[config.mk]
export PLATFORM = sky130hd
export DESIGN_NAME = instruction_fetch
export DESIGN_NICKNAME = d
export VERILOG_FILES = /design/src/rtl/instruction_fetch.sv
export SDC_FILE = /design/constraint.sdc
export NUM_CORES = 1
export LEC_CHECK = 0
export ABC_AREA = 1
export ABC_CLOCK_PERIOD_IN_PS = 18100
export CELL_PAD_IN_SITES_DETAIL_PLACEMENT = 1
export CELL_PAD_IN_SITES_GLOBAL_PLACEMENT = 2
export CORE_MARGIN = 2
export CORE_UTILIZATION = 32
export CTS_BUF_LIST = sky130_fd_sc_hd__clkbuf_2
export CTS_CLUSTER_DIAMETER = 60
export DETAILED_ROUTE_END_ITERATION = 8
export GPL_ROUTABILITY_DRIVEN = 0
export GPL_TIMING_DRIVEN = 0
export PLACE_DENSITY_LB_ADDON = 0.1
export SLEW_MARGIN = 20
export SYNTH_ARGS = -nofsm -noshare
export SYNTH_HDL_FRONTEND = slang
export SYNTH_SLANG_ARGS = --single-unit
[constraint.sdc]
create_clock -name i_clk -period 18.1 [get_ports i_clk]
set_input_delay 5.43 -clock i_clk [delete_from_list [all_inputs] [get_ports i_clk]]
set_output_delay 5.43 -clock i_clk [all_outputs]
set_load 0.02 [all_outputs]
[src/rtl/instruction_fetch.sv]
// Instruction fetch stage: owns the PC, issues single-cycle instruction memory
// requests and fills the IF/ID register. A one-entry hold buffer absorbs a
// fetch that completes while decode is stalled, so nothing is dropped.
module instruction_fetch #(
  parameter logic [31:0] RESET_PC = 32'h0000_0000
) (
  input  logic        i_clk,
  input  logic        i_reset,
  input  logic        i_stall,
  input  logic        i_redirect,
  input  logic [31:0] i_redirect_pc,
  output logic        o_imem_req,
  output logic [31:0] o_imem_addr,
  input  logic        i_imem_ready,
  input  logic [31:0] i_imem_rdata,
  output logic        o_valid,
  output logic [31:0] o_instruction,
  output logic [31:0] o_pc,
  output logic [31:0] o_pc_plus4,
  output logic [31:0] o_fetch_count
);

  typedef enum logic [1:0] {IDLE, FETCH, HOLD} state_t;

  state_t      state, state_nxt;
  logic [31:0] pc;
  logic [31:0] pc_plus4;
  logic [31:0] hold_instr;
  logic [31:0] hold_pc;
  logic        accept;

  assign pc_plus4 = pc + 32'd4;
  // Redirect wins over a ready memory in the same cycle.
  assign accept   = o_imem_req & i_imem_ready & ~i_redirect;

  // State register
  always_ff @(posedge i_clk or posedge i_reset) begin
    if (i_reset) state <= IDLE;
    else         state <= state_nxt;
  end

  // Next-state: redirect always restarts fetching; HOLD waits for decode
  always_comb begin
    state_nxt = state;
    if (i_redirect) begin
      state_nxt = FETCH;
    end else begin
      case (state)
        IDLE:    state_nxt = FETCH;
        FETCH:   if (accept && i_stall && o_valid) state_nxt = HOLD;
        HOLD:    if (!i_stall) state_nxt = FETCH;
        default: state_nxt = IDLE;
      endcase
    end
  end

  // Memory request only while fetching; the address is simply the PC
  always_comb begin
    o_imem_req  = (state == FETCH);
    o_imem_addr = pc;
  end

  // PC, IF/ID register, hold buffer and fetch counter
  always_ff @(posedge i_clk or posedge i_reset) begin
    if (i_reset) begin
      pc            <= RESET_PC;
      o_valid       <= 1'b0;
      o_instruction <= '0;
      o_pc          <= '0;
      o_pc_plus4    <= '0;
      o_fetch_count <= '0;
      hold_instr    <= '0;
      hold_pc       <= '0;
    end else if (i_redirect) begin
      // Leaving HOLD via redirect implicitly discards the buffer.
      pc      <= {i_redirect_pc[31:2], 2'b00};
      o_valid <= 1'b0;
    end else begin
      case (state)
        FETCH: begin
          if (accept) begin
            pc            <= pc_plus4;
            o_fetch_count <= o_fetch_count + 32'd1;
            if (i_stall && o_valid) begin
              hold_instr <= i_imem_rdata;
              hold_pc    <= pc;
            end else begin
              o_valid       <= 1'b1;
              o_instruction <= i_imem_rdata;
              o_pc          <= pc;
              o_pc_plus4    <= pc_plus4;
            end
          end else if (!i_stall) begin
            o_valid <= 1'b0;
          end
        end
        HOLD: begin
          if (!i_stall) begin
            o_valid       <= 1'b1;
            o_instruction <= hold_instr;
            o_pc          <= hold_pc;
            o_pc_plus4    <= hold_pc + 32'd4;
          end
        end
        default: ;
      endcase
    end
  end

endmodule
==> results of run 1 <==
## path summary, 6_finish.rpt
check | end
worst min register to register | hold_instr[21]
max in group asynchronous | hold_instr[13]
worst max-delay path | o_imem_addr[15]
worst max register to register | o_imem_addr[26]
min in group asynchronous | o_pc[19]
worst min-delay path | hold_instr[21]
## kinds of logic (layout without fill, tap and decap cells)
group	after synthesis	count (layout)	share of synthesized area, %
and+or+nand+nor	951	951	33.7
DFF	219	219	49.0
buffers and inverters	152	480	5.80
AOI/OAI and AO/OA	135	135	7.28
xor gates and xnor gates	49	49	3.84
adders and majority gates	3	3	0.336
other	1	9	0.0335
## power by group through the flow
stage / clock, mW / combinational [mW] / sequential, mW
global route: 0.440 / 0.654 / 0.783
CTS: 0.414 / 0.601 / 0.762
detailed placement: 0 / 0.598 / 0.770
global placement: 0 / 0.585 / 0.768
floorplan: 0 / 0.218 / 0.834
finish: 0.397 / 0.595 / 0.763
## stage by stage
step	setup WS, ns	cell area, µm²	hold WS, ns
floorplan	6.68	11200	0.442
global placement	2.92	14000	0.454
detailed placement	10.59	14000	0.460
CTS	10.28	14600	0.480
global route	10.24	14600	0.505
finish	10.34	14600	0.477
## Yosys cell counts
master    instances  area, µm²
a31oi_1          62        388
o22ai_1           1       6.26
nor3_4            2       32.5
and2_1            3       18.8
nor2_1          167        627
nor3b_1           1       7.51
inv_1            75        282
o21ai_1           4       20.0
a21oi_1           7       35.0
clkbuf_1         34        128
o211ai_1         22        165
nand3_1          51        255
nand4_1           8       50.1
ha_1              3       37.5
buf_4            15        113
nor2_2            8       50.1
or2_2             2       12.5
nand2_1         689       2590
xor2_1           31        272
nand3b_1         10       75.1
xnor2_1          18        158
buf_2            17       85.1
nor3_1            9       45.0
inv_2             7       26.3
conb_1            1       3.75
nor4_1            1       6.26
dfrtp_1         219       5480
buf_1             4       15.0
o21ai_0          38        190
o221ai_1          1       8.76
## layer usage
layer  vias to the layer above  global-route usage [%]  part of all wire [%]
met5                         -                       0                 0.066
met4                         4                    8.26                   2.5
met3                        83                    5.21                   6.0
met2                       315                    37.0                    43
met1                      5413                    35.2                    48
li1                       5369                       -                     -
## final cells by class
cell class                 count  area (µm²)  area share [%]
antenna                        3        7.51          0.0513
clock inverter                11         108           0.736
multi-input combinational   1144        5070            34.7
timing repair buffer         223        2270            15.5
sequential                   219        5480            37.5
inverter                      82         315            2.16
clock buffer                  94         470            3.22
buffer                        70         340            2.33
tap                          455         569            3.89
## sequential cells by signal (all words and copies together), names as in the netlist
signal         cells
hold_pc           30
o_pc_plus4        30
state              2
o_fetch_count     32
o_imem_addr       30
hold_instr        32
o_pc              30
o_valid            1
o_instruction     32
## tightest hold or removal path, cell delays in order, from the launching register on
cell and delay [ns]:
dfrtp_1 0.35, nand2_1 0.05, nand2_1 0.05
==> out/qor.yml, run 1 <==
crit_cells: 1
drtPass1Iterations: 5
power.share.clock_pct: 22.6
grt_pass1_wl_mm: 68.1
yosys_warnings: 0
setup.worst_path.start: "o_imem_addr[15]"
ys_types: 30
core_area_um2: 34500
min_path_type: "reg2reg"
post-route-min-period_ns: 7.76
reg2reg_depth: 7
portBuffers: 221
setup_viol: 0
cts_tree: "built"
cts_hold_buf: 0
post-route-util_pct: 42.4
final_cell_mix: "nand2_1, clkdlybuf4s50_1, dfrtp_1, nor2_1, clkbuf_2"
cp_data_required_time_ns: 12.67
dp_hpwl_mm: 32.8
syn_area_um2: 11200
ir_worst_vdd_mv: 0.0735
cp.buffers_inverters: 1
cts-root-buf: "clkbuf_2"
grt_max_degree: 82
cp.arrival_ns: 2.33
r2r_slack_ns: 15.75
cap_violations: 0
dp_cells: 2193
tns_ns: 0
comb_power_share_pct: 33.9
cp_cell_sequence: "clkdlybuf4s50_1"
syn_inst: 1510
synth.avg_cell_area_um2: 7.40
vias: 11184
drive_above_1_share_pct: 8.36
remaining_drc_errors: 0
cpMaxStageDelayCell: "dfrtp_1"
fillers: 4363
grt-ovfl-total: 0
synth-seq-cells: 219
p_total_mw: 1.75
maxSlewHeadroom_pct: 47.6
initial_core_util_pct: 32.4
clk_path_buf_depth: 3
ys_seq_area_share_pct: 49.0
sw_frac_of_total_pct: 40.0
intPower_mw: 1.05
min_path_cells: 2
area_delta_synth_final_pct: 30.8
grt_pass1_vias: 11650
critPathMaxStageDelay_ns: 0.74
max_freq_mhz: 129
fp.dieArea_um2: 36400
worstMarginPinSlew_ns: 0.787
path_delay_family: "flip-flops"
status: "finished, final reports clean"
leakagePower_nw: 6.86
crit_type: "reg2out"
hold_start: "hold_instr[21]"
die_w_um: 191
final_common_cell: "nand2_1"
end_kind: "output port"
switchingPower_mw: 0.703
ant_nets: 0
cts_setup_buffers: 0
wl_per_cell_um: 19.1
power_density_nw_per_um2: 120
rsz0062_at_grt: "no"
die_height_um: 191
clkTransAtPathRegs_ns: 0.08
min_period_over_period_pct: 42.9
wl_mm: 43.9
h-tree-depth: 3
fin_skew_ns: 0.102
cts_sinks: 219
pwr-share-seq_pct: 43.5
grtUsageTotal_pct: 24.7
antenna_found_initial: 4
vias_per_cell: 4.86
clk_latency_ns: 0.88
cts_resized: 0
r2r_start: "state[0]"
io_pins: 231
cts_buffers: 66
core.rowCount: 68
timing_hold_violations_final: 0
start_kind: "flip-flop"
worst-path-max-fanout: 7
drt_iter0_markers: 493
nets: 1878
finalNonFillerCells: 2301
slew_viol_final: 0
Power figures use the tool's default switching activity.
==> inputs of run 2 (changes only) <==
--- a/config.mk
+++ b/config.mk
@@ -6,11 +6,11 @@
 export NUM_CORES = 1
 export LEC_CHECK = 0
 export ABC_AREA = 1
-export ABC_CLOCK_PERIOD_IN_PS = 18100
+export ABC_CLOCK_PERIOD_IN_PS = 7800
 export CELL_PAD_IN_SITES_DETAIL_PLACEMENT = 1
 export CELL_PAD_IN_SITES_GLOBAL_PLACEMENT = 2
 export CORE_MARGIN = 2
-export CORE_UTILIZATION = 32
+export CORE_UTILIZATION = 30
 export CTS_BUF_LIST = sky130_fd_sc_hd__clkbuf_2
 export CTS_CLUSTER_DIAMETER = 60
 export DETAILED_ROUTE_END_ITERATION = 8
==> constraint.sdc (replaced) <==
create_clock -name i_clk -period 7.8 [get_ports i_clk]
set_input_delay 2.34 -clock i_clk [delete_from_list [all_inputs] [get_ports i_clk]]
set_output_delay 2.34 -clock i_clk [all_outputs]
set_load 0.02 [all_outputs]
==> run 2 against run 1 <==
Against the previous run:
- clock-buffer cell count is 6 higher
- combinational power up 130%
- sequential share of layout area is 0.45 points lower
- utilization down 2.0 points
- global-route usage fell by 0.95 points
- clock power rose by 140%
- design area rose by 1.2%
==> out/qor.yml, run 2 (same netlist as run 1, synthesis figures left out) <==
status: "finished, final reports clean"  # unchanged
r2r_start: "state[0]"  # unchanged
drtPass1Iterations: 5  # unchanged
portBuffers: 221  # unchanged
ant_nets: 0  # unchanged
cts_tree: "built"  # unchanged
initial_core_util_pct: 30.5  # was 32.4%
timing_hold_violations_final: 0  # unchanged
crit_cells: 1  # unchanged
reg2reg_depth: 6  # was 7
wl_per_cell_um: 19.3  # was 19.1 µm
grtUsageTotal_pct: 23.7  # was 24.7%
core_area_um2: 36600  # was 34500 µm²
start_kind: "flip-flop"  # unchanged
wl_mm: 45.1  # was 43.9 mm
rsz0062_at_grt: "no"  # unchanged
crit-reg2reg-capture: "o_pc_plus4[18]"  # was o_imem_addr[26]
fp.dieArea_um2: 38800  # was 36400 µm²
cts_resized: 0  # unchanged
path_delay_family: "buffers and inverters"  # was flip-flops
finalInstanceArea_um2: 14800  # was 14600 µm²
end_kind: "output port"  # unchanged
area_delta_synth_final_pct: 32.4  # was 30.8%
setup_viol: 0  # unchanged
worst-path-max-fanout: 7  # unchanged
final_cell_mix: "nand2_1, clkdlybuf4s50_1, dfrtp_1, nor2_1, clkbuf_2"  # unchanged
cpMaxStageDelayCell: "clkdlybuf4s50_1"  # was dfrtp_1
post-route-min-period_ns: 4.64
vias: 11067  # was 11184
endpoint: "o_imem_addr[15]"  # unchanged
place_area_um2: 14200  # was 14000 µm²
h-tree-depth: 3  # unchanged
ir_worst_vdd_mv: 0.138  # was 0.0735 mV
maxSlewHeadroom_pct: 49.6  # was 47.6%
max_freq_mhz: 215
cp.arrival_ns: 2.30  # was 2.33 ns
grt_pass1_vias: 11534  # was 11650
grt_max_degree: 32  # was 82
largestRegisters: "hold_instr (32), o_fetch_count (32), o_instruction (32)"  # unchanged
clkTransAtPathRegs_ns: 0.11  # was 0.08 ns
crit_type: "reg2out"  # unchanged
antenna_found_initial: 4  # unchanged
setup_ws_ns: 3.16  # was 10.34 ns
die_height_um: 197  # was 191 µm
critPathMaxStageDelay_ns: 0.72  # was 0.74 ns
cts-root-buf: "clkbuf_2"  # unchanged
leakagePower_nw: 6.94  # was 6.86 nW
min_period_over_period_pct: 59.5
nets: 1884  # was 1878
cts_hold_buf: 0  # unchanged
final_common_cell: "nand2_1"  # unchanged
io_pins: 231  # unchanged
clk_latency_ns: 0.91  # was 0.88 ns
power_density_nw_per_um2: 278  # was 120 nW/µm²
cp.buffers_inverters: 1  # unchanged
fillers: 4616  # was 4363
worstMarginPinSlew_ns: 0.756  # was 0.787 ns
dp_slack_ns: 3.37  # was 10.59 ns
drt_iter0_markers: 483  # was 493
setup.worst_path.start: "o_imem_addr[15]"  # unchanged
die_w_um: 197  # was 191 µm
cp_data_required_time_ns: 5.46  # was 12.67 ns
p_total_mw: 4.12  # was 1.75 mW
tns_ns: 0  # unchanged
cts_sinks: 219  # unchanged
cap_violations: 0  # unchanged
drive_above_1_share_pct: 9.01  # was 8.36%
vias_per_cell: 4.74  # was 4.86
clk_path_buf_depth: 3  # unchanged
slew_viol_final: 0  # unchanged
fin_skew_ns: 0.0615  # was 0.102 ns
cts_buffers: 66  # unchanged
post-route-util_pct: 40.4  # was 42.4%
r2r_slack_ns: 5.41  # was 15.75 ns
core.rowCount: 70  # was 68
cts_setup_buffers: 0  # unchanged
cp_cell_sequence: "clkdlybuf4s50_1"  # unchanged
grt-ovfl-total: 0  # unchanged
min_path_type: "reg2reg"  # unchanged
dp_hpwl_mm: 34.4  # was 32.8 mm
remaining_drc_errors: 0  # unchanged
grt_pass1_wl_mm: 69.3  # was 68.1 mm
-- run 2: cell count changes in the layout (fill, tap and decap cells not counted), sizes merged --
cell,delta
clkbuf,+6
buf,+6
clkinv,+7
diode,-2
clkinvlp,+2
-- run 2: worst min path at each step --
| stage | to | from | cells after the start | slack, ns |
|---|---|---|---|---|
| after detailed placement | hold_instr[14] | hold_instr[14] | 2 | 0.46 |
| after global placement | hold_instr[11] | hold_instr[11] | 2 | 0.45 |
| after CTS | hold_instr[20] | hold_instr[20] | 2 | 0.48 |
| final | hold_instr[9] | hold_instr[9] | 2 | 0.48 |
| after global routing | o_fetch_count[31] | o_fetch_count[31] | 1 | 0.49 |
| after floorplan | hold_instr[0] | hold_instr[0] | 2 | 0.44 |
-- run 2: metrics by stage --
step	hold slack (ns)	cells
5_1_grt	0.492	2333
4_1_cts	0.481	2332
3_3_place_gp	0.453	2204
6_report	0.477	2333
3_5_place_dp	0.460	2212
2_1_floorplan	0.442	1515
-- run 2: metal layers --
metal / GRT usage (%) / share of wire, %
met4: 5.74 / 1.6
met1: 33.7 / 49
met3: 5.33 / 5.1
met2: 36.6 / 44
met5: 0 / 0.055
-- run 2: final cells by class --
cell class | count | area, µm² | share of cell area, %
diodes | 1 | 2.50 | 0.0169
flip-flops and latches | 219 | 5480 | 37.0
clock buffers | 100 | 500 | 3.38
plain buffers | 70 | 340 | 2.30
clock inverters | 20 | 141 | 0.955
well taps | 468 | 586 | 3.96
multi-input cells | 1144 | 5070 | 34.2
repair buffers | 229 | 2370 | 16.0
inverters | 82 | 312 | 2.10
-- run 2: power breakdown --
part           total [mW]  switching, mW  internal (mW)
Combinational        1.39          0.781          0.608
Sequential           1.77          0.318           1.45
Clock               0.958          0.548          0.409
